$ cat config.mk
export PLATFORM = sky130hd
export DESIGN_NAME = rf_dump_unit
export DESIGN_NICKNAME = d
export VERILOG_FILES = /design/src/rtl/rf_dump_pkg.sv /design/src/rtl/rf_dump_csum.sv /design/src/rtl/rf_dump_unit.sv
export SDC_FILE = /design/constraint.sdc
export NUM_CORES = 1
export LEC_CHECK = 0
export BUFFER_PORTS_ARGS = -buffer_cell sky130_fd_sc_hd__buf_2
export CAP_MARGIN = 20
export CORE_MARGIN = 4
export CORE_UTILIZATION = 43
export DETAILED_ROUTE_END_ITERATION = 16
export PLACE_DENSITY = 0.64
export RECOVER_POWER = 25
export SYNTH_ARGS = -nofsm -noshare
export SYNTH_HDL_FRONTEND = slang
export SYNTH_SLANG_ARGS = --single-unit
$ cat constraint.sdc
create_clock -name clk -period 2 [get_ports clk]
set_clock_uncertainty 0.2 [all_clocks]
set_input_delay 0.3 -clock clk [delete_from_list [all_inputs] [get_ports clk]]
set_output_delay 0.3 -clock clk [all_outputs]
set_load 0.01 [all_outputs]
$ cat src/rtl/rf_dump_pkg.sv
`default_nettype none
// =============================================================================
// Module      : rf_dump_pkg
// Description : Shared FSM encoding, frame header constant and frame-length
//               helper for the register-file dump stream.
// Revision    : 1.0 - initial release
// =============================================================================
package rf_dump_pkg;

    typedef enum logic [2:0] {
        IDLE  = 3'd0,
        HDR   = 3'd1,
        FETCH = 3'd2,
        SEND  = 3'd3,
        CSUM  = 3'd4,
        FIN   = 3'd5
    } dump_state_t;

    localparam logic [7:0] c_start_byte = 8'hA5;

    // Header + one byte per register + checksum.
    function automatic int frame_len(input int aw);
        return (2 ** aw) + 2;
    endfunction

endpackage
`default_nettype wire

$ cat src/rtl/rf_dump_csum.sv
`default_nettype none
// =============================================================================
// Module      : rf_dump_csum
// Description : DW-bit modular accumulator with synchronous clear and add
//               enable; overflow is discarded.
// Revision    : 1.0 - initial release
// =============================================================================
module rf_dump_csum #(
    parameter int DW = 8
) (
    input  logic          clk,
    input  logic          reset,
    input  logic          clr,
    input  logic          add_en,
    input  logic [DW-1:0] add_data,
    output logic [DW-1:0] sum
);

    logic [DW-1:0] r_sum;

    always_ff @(posedge clk or posedge reset) begin
        if (reset) begin
            r_sum <= '0;
        end else if (clr) begin
            r_sum <= '0;
        end else if (add_en) begin
            r_sum <= r_sum + add_data;
        end
    end

    assign sum = r_sum;

endmodule
`default_nettype wire

$ cat src/rtl/rf_dump_unit.sv
`default_nettype none
// =============================================================================
// Module      : rf_dump_unit
// Description : Dumps the core register file as a framed valid/ready byte
//               stream (header, registers ascending, checksum) on done.
// Revision    : 1.0 - initial release
// =============================================================================
module rf_dump_unit
    import rf_dump_pkg::*;
#(
    parameter int            DW         = 8,
    parameter int            AW         = 3,
    parameter logic [DW-1:0] START_BYTE = DW'(c_start_byte)
) (
    input  logic          clk,
    input  logic          reset,
    input  logic          done,
    output logic [AW-1:0] rf_rd_addr,
    input  logic [DW-1:0] rf_rd_data,
    output logic [DW-1:0] out_data,
    output logic          out_valid,
    input  logic          out_ready,
    output logic          out_last,
    output logic          busy,
    output logic          dump_done
);

    localparam logic [AW-1:0] c_last_addr = '1;

    dump_state_t   r_state;
    dump_state_t   w_state_nxt;
    logic [AW-1:0] r_addr;
    logic [DW-1:0] r_hold;
    logic [DW-1:0] w_acc;
    logic          w_clr;
    logic          w_add;

    rf_dump_csum #(
        .DW (DW)
    ) u_csum (
        .clk      (clk),
        .reset    (reset),
        .clr      (w_clr),
        .add_en   (w_add),
        .add_data (rf_rd_data),
        .sum      (w_acc)
    );

    always_ff @(posedge clk or posedge reset) begin
        if (reset) begin
            r_state <= IDLE;
        end else begin
            r_state <= w_state_nxt;
        end
    end

    // Address only advances on an accepted non-terminal register byte.
    always_ff @(posedge clk or posedge reset) begin
        if (reset) begin
            r_addr <= '0;
            r_hold <= '0;
        end else begin
            if (r_state == IDLE && done) begin
                r_addr <= '0;
            end else if (r_state == SEND && out_ready && r_addr != c_last_addr) begin
                r_addr <= r_addr + 1'b1;
            end
            if (r_state == FETCH) begin
                r_hold <= rf_rd_data;
            end
        end
    end

    always_comb begin
        w_state_nxt = r_state;
        out_valid   = 1'b0;
        out_data    = '0;
        out_last    = 1'b0;
        busy        = 1'b0;
        dump_done   = 1'b0;
        w_clr       = 1'b0;
        w_add       = 1'b0;
        case (r_state)
            IDLE: begin
                if (done) begin
                    w_state_nxt = HDR;
                    w_clr       = 1'b1;
                end
            end
            HDR: begin
                out_valid = 1'b1;
                out_data  = START_BYTE;
                busy      = 1'b1;
                if (out_ready) w_state_nxt = FETCH;
            end
            FETCH: begin
                busy        = 1'b1;
                w_add       = 1'b1;
                w_state_nxt = SEND;
            end
            SEND: begin
                out_valid = 1'b1;
                out_data  = r_hold;
                busy      = 1'b1;
                if (out_ready) w_state_nxt = (r_addr == c_last_addr) ? CSUM : FETCH;
            end
            CSUM: begin
                out_valid = 1'b1;
                out_data  = w_acc;
                out_last  = 1'b1;
                busy      = 1'b1;
                if (out_ready) w_state_nxt = FIN;
            end
            FIN: begin
                // Held done must not start another frame.
                dump_done = 1'b1;
                if (!done) w_state_nxt = IDLE;
            end
            default: w_state_nxt = IDLE;
        endcase
    end

    assign rf_rd_addr = r_addr;

endmodule
`default_nettype wire
==> results by group <==
Power
  – Peak supply drop: 0.7186 mV
  – Leak Pwr: 1.031 nW
  – Power consumption: 3.027 mW
  – PwrDens: 1475 mW/mm^2

Clock tree
  – CTS H-tree lvls: 1
  – Clk buf depth: 2
  – # clock sinks: 22
  – Clk Latency, worst-skew pair: 310 ps
  – Clock Pin Slew Worst Setup and Hold Paths: 120 ps
  – CTS tree: yes
  – Buffer type at the clock tree root: clkbuf_4
  – Num CTS Buffers: 3

Run
  – Max-cap violations: 0

Die
  – I/O Pins: 27
  – Initial core utilization: 0.4569
  – Die width: around 65 um
  – Core ar.: around 0.0031 mm^2
  – Die height: ~65 um
  – Die area: 0.004279 mm^2
  – Row Count: 20

Logic synthesis
  – Combinational family with the most area after synthesis: simple AND/OR/NAND/NOR gates
  – Complex-gate fraction of the synthesized area: 0.1615
  – Syn nets: 188
  – Mux cell area share after synthesis: 0.03530
  – Post-synth top area share: 0.3883
  – Synth area leaders: dfrtp_1 (39%), nand2_1 (10%), ha_1 (7.9%)
  – Number of synthesized register bits: 22
  – Yosys cell types: 36
  – Synth area leader: dfrtp_1
  – Syn_area_per_cell: around 8.5 um^2
  – Cell area after synthesis: 0.001418 mm^2
  – Mapped Cells: 166
  – Sequential area share after synthesis: 0.3883
  – Synth warn: 0
  – Number of synthesized flops with an enable pin: 0
  – Post-synthesis xor/xnor area fraction: 0.01853
  – Prevailing post-synth register cell: dfrtp_1
  – Synth Area in Adders: 0.09356
  – Simple-Gate Fraction of Synth Area: 0.2621
  – Post-synthesis async set-or-reset flop share: 1.000

Timing
  – Worst hold margin: 25.33 ps
  – Max-slew headroom: 0.6206
  – Final Setup Violations: 4
  – Unrepaired setup endpoints after global routing: true
  – Fin crit period: 2077 ps
  – Achievable Freq: 481.4 MHz
  – Slew Viols, Final: 0
  – Worst-margin pin slew: 569.1 ps
  – Period utilization: 1.039
  – Final hold violation count: 0
  – Worst setup slack after layout: -77.15 ps

Finish
  – Ant. Diodes: 0
  – Fin nets: 254
  – Layout area overhead: 44.75%
  – Layout cells sized above 1: 0.3870
  – Final instance area: 0.002052 mm^2

Worst setup path
  – Worst setup path class: register to register
  – Worst Path Required: 2000 ps
  – CP max FO: 3
  – Critical Path AT: 2080 ps
  – Critical path capture point type: register
  – Startpoint Class: register

Placed design
  – Post-DP Area: 0.001745 mm^2
  – Gpl congestion: 0.9067
  – Post-DP HPWL: 2655 um
  – I/O Buffers: 26

Global routing
  – GRT overflow: 0
  – Initial antenna violation count: 0
  – Tot GR Track Use: 0.1890
  – Vias in the first global route: 1460
  – First-pass GRT wire length: 6279 um
  – Largest net degree at the start of global routing: 23

Drt
  – Final ANT Viol Nets: 0
  – Drt pass-1 iters: 4
  – Via count: 1413
  – DR DRC count: 0
  – Initial detailed-routing violation count: 81
  – Final WL: 3763 um
  – WL/cell: 13.73 um
  – Vias per cell: 5.157

Outcome
  – Status: complete, but fails checks
  – Failing checks: negative setup slack

Hold path
  – Min-delay worst type: primary input to register
-- final cells by class --
cell class / instances / area, um^2
clock buffers: 3 / 22.52
repair buffers: 67 / 483.0
multi-input cells: 130 / 904.6
fillers: 293 / 1051
inverters: 8 / 32.53
well taps: 44 / 55.05
flip-flops and latches: 22 / 554.3
-- kinds of logic after synthesis --
logic type | count (synthesis)
AND/OR/NAND/NOR | 76
XOR/XNOR | 3
flip-flops | 22
adder cells (fa/ha/maj) | 10
AO/OA/AOI/OAI | 36
buffers and inverters | 14
multiplexers | 5
-- repair_timing --
| action | in CTS | in global routing |
|---|---|---|
| hold buffers | 6 | 0 |
| resized for setup | 25 | 13 |
| endpoints found under the setup margin | 14 | 14 |
| buffers inserted | 13 | 2 |
| pin swaps | 5 | 11 |
| hold endpoints to repair | 27 | 0 |
| gates cloned | 0 | 0 |
-- layout by cell type (no fill, tap or decap), types with 2 or more instances in the layout --
cell type,instances
nor2b_1,2
clkbuf_4,3
nand2_2,2
or3_1,2
nand2_1,37
o21ai_0,7
buf_6,8
dfrtp_2,3
buf_2,25
xor2_1,2
ha_4,2
ha_1,7
nor2_1,13
a21oi_1,8
inv_1,6
dlygate4sd3_1,6
buf_4,27
o21ai_1,5
a22o_1,4
nor3_2,3
mux2i_1,5
nor3_1,4
dfrtp_1,19
-- path summary, 6_finish.rpt --
path | endpoint | startpoint | cells past startpoint | slack [ps]
max | u_csum.sum[6] | u_csum.sum[0] | 8 | -80
min | r_hold[0] | rf_rd_data[0] | 3 | 30
max reg2reg | u_csum.sum[6] | u_csum.sum[0] | 8 | -80
min reg2reg | r_hold[5] | r_hold[5] | 2 | 290
max in group asynchronous | r_state[2] | reset | 4 | 750
min in group asynchronous | r_hold[1] | reset | 4 | 450
-- report_power, final --
part	switching, mW	internal (mW)
Combinational	1.01	0.992
Sequential	0.157	0.663
Clock	0.135	0.0705
Total	1.30	1.73
-- routing by layer --
| layer | global-route usage | part of all wire | up-vias |
|---|---|---|---|
| li1 | - | - | 705 |
| met1 | 0.2354 | 0.44 | 677 |
| met2 | 0.3363 | 0.51 | 26 |
| met3 | 0.02222 | 0.034 | 5 |
| met4 | 0.06477 | 0.012 | 0 |
| met5 | 0 | 0 | - |
-- worst max-delay path, cell delays in order, from the launching register on --
cell	delay, ps
dfrtp_1	400
ha_4	160
inv_2	40
fa_2	360
nor2b_2	130
o21ai_2	70
a21boi_2	180
nor3_1	70
or3b_1	350
-- state kept, by name, indices dropped and copies added (netlist names) --
name and cells:
r_state 3, rf_rd_addr 3, u_csum.sum 8, r_hold 8
-- synthesized netlist by cell type, drive strengths merged (2+ instances only) --
master   n
nor2    14
a21oi    9
nand2   39
mux2i    5
ha       9
nor2b    4
nor3b    3
xor2     2
a22o     4
buf      2
o21ai   13
a211oi   2
dfrtp   22
nor3     8
clkbuf   4
inv      8
or3      2
-- per-stage QoR --
stage | util | TNS (ps) | setup WS, ps | std cells
final | 0.6613 | -144.5 | -77.15 | 274
after global routing | 0.6613 | -836.7 | -155.5 | 274
after CTS | 0.6427 | -127.2 | -50.83 | 272
after detailed placement | 0.5625 | -322.5 | -162.7 | 252
after global placement | 0.5625 | -244.8 | -130.3 | 252
after floorplan | - | -20.51 | -11.71 | 166
(Power assumes the default switching activity.)
